===== config.mk =====
export PLATFORM = sky130hd
export DESIGN_NAME = vote_tally_ctrl
export DESIGN_NICKNAME = d
export VERILOG_FILES = /design/src/rtl/vote_pkg.sv /design/src/rtl/vote_tally_ctrl_rr_arbiter.sv /design/src/rtl/vote_tally_ctrl.sv
export SDC_FILE = /design/constraint.sdc
export NUM_CORES = 1
export LEC_CHECK = 0
export CAP_MARGIN = 0
export CORE_MARGIN = 10
export CORE_UTILIZATION = 50
export DETAILED_ROUTE_END_ITERATION = 10
export GPL_ROUTABILITY_DRIVEN = 0
export PLACE_DENSITY = 0.7
export SETUP_SLACK_MARGIN = 0.15
export SLEW_MARGIN = 40
export SYNTH_ARGS = -nofsm -noshare
export SYNTH_HDL_FRONTEND = slang
export SYNTH_HIERARCHICAL = 1
export SYNTH_SLANG_ARGS = --single-unit
export TNS_END_PERCENT = 20

===== constraint.sdc =====
create_clock -name clk -period 5.7 [get_ports clk]
set_input_delay 1.14 -clock clk [delete_from_list [all_inputs] [get_ports clk]]
set_output_delay 1.14 -clock clk [all_outputs]
set_load 0.02 [all_outputs]

===== src/rtl/vote_pkg.sv =====
`default_nettype none
// ============================================================================
//  Module      : vote_pkg
//  Description : Shared types and default constants for the vote tally
//                controller. It holds the FSM state encoding and the default
//                parameter values used by vote_tally_ctrl.
//  Revision    : 1.0 - initial release
// ============================================================================
package vote_pkg;

  // Default configuration
  localparam int VOTE_N_CAND      = 4;
  localparam int VOTE_CNT_W       = 8;
  localparam int VOTE_LOCK_CYCLES = 16;

  // Tally FSM states
  typedef enum logic [1:0] {
    IDLE    = 2'd0,
    GRANT   = 2'd1,
    COMMIT  = 2'd2,
    LOCKOUT = 2'd3
  } vote_state_t;

endpackage
`default_nettype wire


===== src/rtl/vote_tally_ctrl_rr_arbiter.sv =====
`default_nettype none
// ============================================================================
//  Module      : rr_arbiter
//  Description : Combinational round-robin arbiter. It grants the first set
//                request bit at or after the pointer, wrapping modulo N.
//  Ports       : req_i       - request vector, one bit per requester
//                ptr_i       - starting search position
//                gnt_idx_o   - index of the granted requester
//                gnt_valid_o - high when any request is set
//  Revision    : 1.0 - initial release
// ============================================================================
module rr_arbiter #(
  parameter int N     = 4,
  parameter int PTR_W = $clog2(N)
) (
  input  logic [N-1:0]     req_i,
  input  logic [PTR_W-1:0] ptr_i,
  output logic [PTR_W-1:0] gnt_idx_o,
  output logic             gnt_valid_o
);

  // The search runs from the farthest offset back toward the pointer, so the
  // last hit written is the one closest to the pointer, which is the winner.
  always_comb begin
    gnt_valid_o = 1'b0;
    gnt_idx_o   = '0;
    for (int off = N - 1; off >= 0; off--) begin
      if (req_i[(int'(ptr_i) + off) % N]) begin
        gnt_valid_o = 1'b1;
        gnt_idx_o   = PTR_W'((int'(ptr_i) + off) % N);
      end
    end
  end

endmodule
`default_nettype wire


===== src/rtl/vote_tally_ctrl.sv =====
`default_nettype none
// ============================================================================
//  Module      : vote_tally_ctrl
//  Description : Central vote tally controller. It queues one-cycle vote
//                pulses per candidate, grants them round-robin, commits one
//                vote per grant into saturating counters and then holds off
//                for a lockout window. In result mode, new votes are ignored
//                and the count of the selected candidate is shown.
//  Ports       : clk, rst      - clock, asynchronous active-high reset
//                vote_valid_i  - one-cycle vote pulses, one per candidate
//                mode_i        - 0 = voting, 1 = result display
//                sel_i         - candidate whose count drives result_o
//                vote_ack_o    - one-cycle pulse on each committed vote
//                ack_id_o      - index of the last committed candidate
//                busy_o        - high in GRANT, COMMIT and LOCKOUT
//                total_o       - total of counted votes (VOTE_TOTAL_EN only)
//                result_o      - registered count of candidate sel_i
//  Config      : define VOTE_TOTAL_EN to add the total_o vote counter.
//  Revision    : 1.0 - initial release
// ============================================================================
module vote_tally_ctrl
  import vote_pkg::*;
#(
  parameter int N_CAND      = VOTE_N_CAND,
  parameter int CNT_W       = VOTE_CNT_W,
  parameter int LOCK_CYCLES = VOTE_LOCK_CYCLES
) (
  input  logic                              clk,
  input  logic                              rst,
  input  logic [N_CAND-1:0]                 vote_valid_i,
  input  logic                              mode_i,
  input  logic [$clog2(N_CAND)-1:0]         sel_i,
  output logic                              vote_ack_o,
  output logic [$clog2(N_CAND)-1:0]         ack_id_o,
  output logic                              busy_o,
`ifdef VOTE_TOTAL_EN
  output logic [CNT_W+$clog2(N_CAND)-1:0]   total_o,
`endif
  output logic [CNT_W-1:0]                  result_o
);

  localparam int              SEL_W   = $clog2(N_CAND);
  localparam int              TMR_W   = $clog2(LOCK_CYCLES + 1);
  localparam logic [CNT_W-1:0] CNT_MAX = '1;
  localparam logic [TMR_W-1:0] TMR_LOAD = TMR_W'(LOCK_CYCLES - 1);
  localparam logic [SEL_W-1:0] LAST_ID  = SEL_W'(N_CAND - 1);

  // --------------------------------------------------------------------------
  // State
  // --------------------------------------------------------------------------
  vote_state_t       state_q;
  logic [N_CAND-1:0] pend_q, pend_d;
  logic [SEL_W-1:0]  rr_ptr_q;
  logic [SEL_W-1:0]  gnt_q;
  logic [TMR_W-1:0]  timer_q;
  logic [CNT_W-1:0]  cnt_q [N_CAND];
  logic [CNT_W-1:0]  cnt_d [N_CAND];
  logic              cnt_inc;
  logic [CNT_W-1:0]  result_q, result_d;
  logic              vote_ack_q;
  logic [SEL_W-1:0]  ack_id_q;
  logic              busy_q;

  logic [SEL_W-1:0]  arb_idx;
  logic              arb_valid;

  // --------------------------------------------------------------------------
  // Round-robin arbiter over the pending votes
  // --------------------------------------------------------------------------
  rr_arbiter #(
    .N     (N_CAND),
    .PTR_W (SEL_W)
  ) u_arb (
    .req_i       (pend_q),
    .ptr_i       (rr_ptr_q),
    .gnt_idx_o   (arb_idx),
    .gnt_valid_o (arb_valid)
  );

  // --------------------------------------------------------------------------
  // Datapath next-state
  // --------------------------------------------------------------------------
  always_comb begin
    // Pending votes: new pulses latch only in voting mode; the commit clear is
    // applied last so it wins over a same-cycle pulse for that candidate.
    pend_d = pend_q;
    if (!mode_i) begin
      pend_d = pend_d | vote_valid_i;
    end
    if (state_q == COMMIT) begin
      pend_d[gnt_q] = 1'b0;
    end

    cnt_d   = cnt_q;
    cnt_inc = 1'b0;
    if ((state_q == COMMIT) && (cnt_q[gnt_q] != CNT_MAX)) begin
      cnt_d[gnt_q] = cnt_q[gnt_q] + 1'b1;
      cnt_inc      = 1'b1;
    end

    // result_o is sampled from the next counter values, so a commit shows up
    // on the display in the cycle right after COMMIT.
    result_d = '0;
    if (int'(sel_i) < N_CAND) begin
      result_d = cnt_d[sel_i];
    end
  end

  always_ff @(posedge clk or posedge rst) begin
    if (rst) begin
      pend_q   <= '0;
      result_q <= '0;
      for (int i = 0; i < N_CAND; i++) begin
        cnt_q[i] <= '0;
      end
    end else begin
      pend_q   <= pend_d;
      result_q <= result_d;
      cnt_q    <= cnt_d;
    end
  end

`ifdef VOTE_TOTAL_EN
  // --------------------------------------------------------------------------
  // Total of votes that actually changed a counter
  // --------------------------------------------------------------------------
  logic [CNT_W+SEL_W-1:0] total_q, total_d;

  always_comb begin
    total_d = total_q + (CNT_W + SEL_W)'(cnt_inc);
  end

  always_ff @(posedge clk or posedge rst) begin
    if (rst) begin
      total_q <= '0;
    end else begin
      total_q <= total_d;
    end
  end

  assign total_o = total_q;
`endif

  // --------------------------------------------------------------------------
  // Tally FSM with registered outputs
  // --------------------------------------------------------------------------
  always_ff @(posedge clk or posedge rst) begin
    if (rst) begin
      state_q    <= IDLE;
      rr_ptr_q   <= '0;
      gnt_q      <= '0;
      timer_q    <= '0;
      vote_ack_q <= 1'b0;
      ack_id_q   <= '0;
      busy_q     <= 1'b0;
    end else begin
      vote_ack_q <= 1'b0;
      case (state_q)
        IDLE: begin
          if (!mode_i && (pend_q != '0)) begin
            state_q <= GRANT;
            busy_q  <= 1'b1;
          end
        end
        GRANT: begin
          // The ack is launched here so that it is high during COMMIT.
          if (arb_valid) begin
            state_q    <= COMMIT;
            gnt_q      <= arb_idx;
            vote_ack_q <= 1'b1;
            ack_id_q   <= arb_idx;
          end else begin
            state_q <= IDLE;
            busy_q  <= 1'b0;
          end
        end
        COMMIT: begin
          state_q  <= LOCKOUT;
          rr_ptr_q <= (gnt_q == LAST_ID) ? '0 : gnt_q + 1'b1;
          timer_q  <= TMR_LOAD;
        end
        LOCKOUT: begin
          if (timer_q == '0) begin
            state_q <= IDLE;
            busy_q  <= 1'b0;
          end else begin
            timer_q <= timer_q - 1'b1;
          end
        end
        default: begin
          state_q <= IDLE;
          busy_q  <= 1'b0;
        end
      endcase
    end
  end

  assign vote_ack_o = vote_ack_q;
  assign ack_id_o   = ack_id_q;
  assign busy_o     = busy_q;
  assign result_o   = result_q;

endmodule
`default_nettype wire


==> flow_summary.yaml <==
synth:
  synth.top_cell.area_share_pct: 49.4
  netlist_instances: 256
  synth_edf_count: 0
  synth_top_cell_by_area: "dfrtp_1"
  synth-seq-area-share_pct: 49.4
  yosysUniqueCellTypes: 41
  netlist_top_cells_area: "dfrtp_1 (49%), mux4_2 (11%), nand2_1 (5.6%), o21ai_0 (3.8%), ha_1 (3.0%)"
  synth_warnings: 6
  ys.flop_type: "dfrtp_1"
  synth_common_cells: "dfrtp_1 (57), nand2_1 (43), o21ai_0 (22)"
  netlist_area_mm2: 0.00289
  syn_nets: 272
  avgSynthCellArea_um2: 11.3
  yosysMostFrequentCell: "dfrtp_1"
  async_flop_share_pct: 100
  ys_ff_latch: 57
route:
  dr.first_iter.drc_count: 57
  routedWlPerCell_um: 17.3
  wl_met1_um: 2800
  route.met2.wl_um: 2930
  maxUsedRoutingLayer: "met4"
  drc: 0
  ant_nets: 0
  viasPerCell: 5.58
  firstDrtPassIters: 4
  vias: 1988
  wl_met3_um: 271
  totalWireLength_um: 6150
power_and_ir_drop:
  p_int_mw: 1.06
  power.switching_mw: 0.613
  comb_power_share_pct: 36.5
  p_total_mw: 1.67
  switching_share_pct: 36.7
  ir_drop_v: 0.000232
  clockPowerShare_pct: 25.1
  p_per_area_mw_per_mm2: 501
  sequentialPowerShare_pct: 38.4
  power.leakage_nw: 1.39
global_route:
  grt_overflow: 0
  antenna_found_initial: 0
  grt_pass1_vias: 2040
  grt_use_total_pct: 14.5
  grt_max_degree: 58
  grt_pass1_wl_um: 10000
floorplan:
  dieArea_mm2: 0.00921
  num_io_pins: 21
  initial_core_util_pct: 52.1
  rows: 27
  die_h_um: 96.0
  die_x_um: 96.0
  coreArea_mm2: 0.00554
sta:
  fin_hold_ws_ns: 0.517
  slew_headroom_pct: 46.4
  setup_tns_ns: 0
  min_period_ns: 3.08
  skew_ns: 0.00666
  period_share_pct: 54.1
  fmax_mhz: 324
  drv_slew: 0
  grt_setup_unrepaired: "no"
  finalHoldViolations: 0
  tightest_slew_ns: 0.803
  finalSetupViolations: 0
  fin_ws_ns: 2.62
worst_setup_path:
  worstSetupStartpoint: "ack_id_o[0]"
  critPathCapture: "result_o[4]"
  worstSetupPathType: "reg -> reg"
  crit-reg2reg-launch: "ack_id_o[0]"
  crit_path_start_kind: "flip-flop"
  required_ns: 5.92
  rr_endpoint: "result_o[4]"
  crit_arrival_ns: 3.30
  path_max_fanout: 14
  r2r_slack_ns: 2.62
  end_kind: "flip-flop"
  r2r_cells: 6
final_layout:
  final_cells: 356
  areaGrowthSynthToFinish_pct: 15.4
  drive_above_1_share_pct: 16.9
  antenna_cells: 0
  nNetsFinal: 295
clock_network:
  htreeDepth: 3
  cts-buffers-inserted: 9
  cts-resized-gates: 0
  cts.sinks: 57
  cts.clk_slew.worst_paths_ns: 0.06
  ctsHoldBuffers: 0
  clkLatencyLatePin_ns: 0.35
  cts_tree: "yes"
  post_cts_buffers: 0
  clockBufferDepth: 2
  cts-root-buf: "clkbuf_8"
place:
  pre_cts_ws_ns: 2.63
  place_inst: 340
  numPortBuffers: 20
  place_hpwl_um: 4220
run_status:
  outcome: "finished clean"
worst_hold_path:
  hp-class: "reg -> reg"
flow_run:
  cap_viol_max_count: 0
## registers in the layout, summed over array words and instances (netlist names), named ones only
| name | count |
|---|---|
| result_o | 8 |
| state_q | 1 |
| ack_id_o | 2 |
| timer_q | 5 |
| vote_ack_o | 1 |
| rr_ptr_q | 2 |
| busy_o | 1 |
| cnt_q | 32 |
| pend_q | 4 |
## metrics by stage
| stage | area (um^2) | util [%] |
|---|---|---|
| finish | 3330 | 60.1 |
| global route | 3330 | 60.1 |
| CTS | 3330 | 60.1 |
| detailed placement | 3110 | 56.2 |
| global placement | 3110 | 56.2 |
| floorplan | 2890 | - |
## how the worst min path moves through the flow
stage / start / end / slack [ns] / cells past startpoint
4_1_cts: cnt_q[22] / cnt_q[22] / 0.51 / 2
2_1_floorplan: cnt_q[13] / cnt_q[13] / 0.46 / 2
3_5_place_dp: cnt_q[22] / cnt_q[22] / 0.50 / 2
6_report: timer_q[0] / timer_q[0] / 0.52 / 1
3_3_place_gp: cnt_q[26] / cnt_q[26] / 0.50 / 2
5_1_grt: cnt_q[28] / cnt_q[28] / 0.55 / 2
## per-layer routing
layer  global-route usage, %  vias to the layer above
met2                    22.2                       40
met4                    8.11                        0
met5                       0                        -
li1                        -                      961
met3                    4.36                       12
met1                    17.8                      975
## placed cells by master, fill, tap and decap left out, drive strengths merged, types with 2 or more instances in the layout
| cell type | n |
|---|---|
| dfrtp | 57 |
| nand2 | 43 |
| o21ai | 37 |
| clkdlybuf4s50 | 20 |
| mux4 | 15 |
| a21oi | 13 |
| nor2 | 12 |
| clkbuf | 11 |
| inv | 8 |
| ha | 7 |
| mux2 | 6 |
| nand3 | 6 |
| nand2b | 5 |
| xnor2 | 5 |
| nor3 | 4 |
| o21bai | 4 |
| and3 | 3 |
| xor2 | 3 |
| o22ai | 3 |
| clkinv | 3 |
| bufinv | 2 |
| a211oi | 2 |
## power by group through the flow
| stage | Sequential, mW | Clock (mW) | Combinational [mW] |
|---|---|---|---|
| floorplan | 0.626 | 0 | 0.460 |
| global placement | 0.643 | 0 | 0.594 |
| detailed placement | 0.644 | 0 | 0.605 |
| CTS | 0.640 | 0.425 | 0.611 |
| global route | 0.658 | 0.447 | 0.667 |
| finish | 0.641 | 0.419 | 0.608 |
## layout make-up
| type | count | area [um^2] |
|---|---|---|
| Fill cell | 458 | 2210 |
| Inverter | 8 | 30.0 |
| Timing Repair Buffer | 21 | 208 |
| Clock buffer | 11 | 141 |
| Sequential cell | 57 | 1430 |
| Clock inverter | 5 | 78.8 |
| Tap cell | 72 | 90.1 |
| Multi-Input combinational cell | 182 | 1360 |
## critical path, stage by stage (launching register included)
cell      delay (ns)
dfrtp_1         0.80
mux4_2          0.46
ha_1            0.29
nand3_2         0.19
o21bai_2        0.52
o21ai_0         0.22
mux4_2          0.48
## kinds of logic after synthesis
logic type      after synthesis  share of synthesized area, %
flops                        57                          49.4
simple gates                 80                          13.2
buf+inv                      17                          3.55
xor+xnor                      8                          2.69
mux                          22                          14.5
fa+ha+maj                     7                          3.03
compound gates               65                          13.6
No activity file was read; power rests on OpenSTA's default activity.
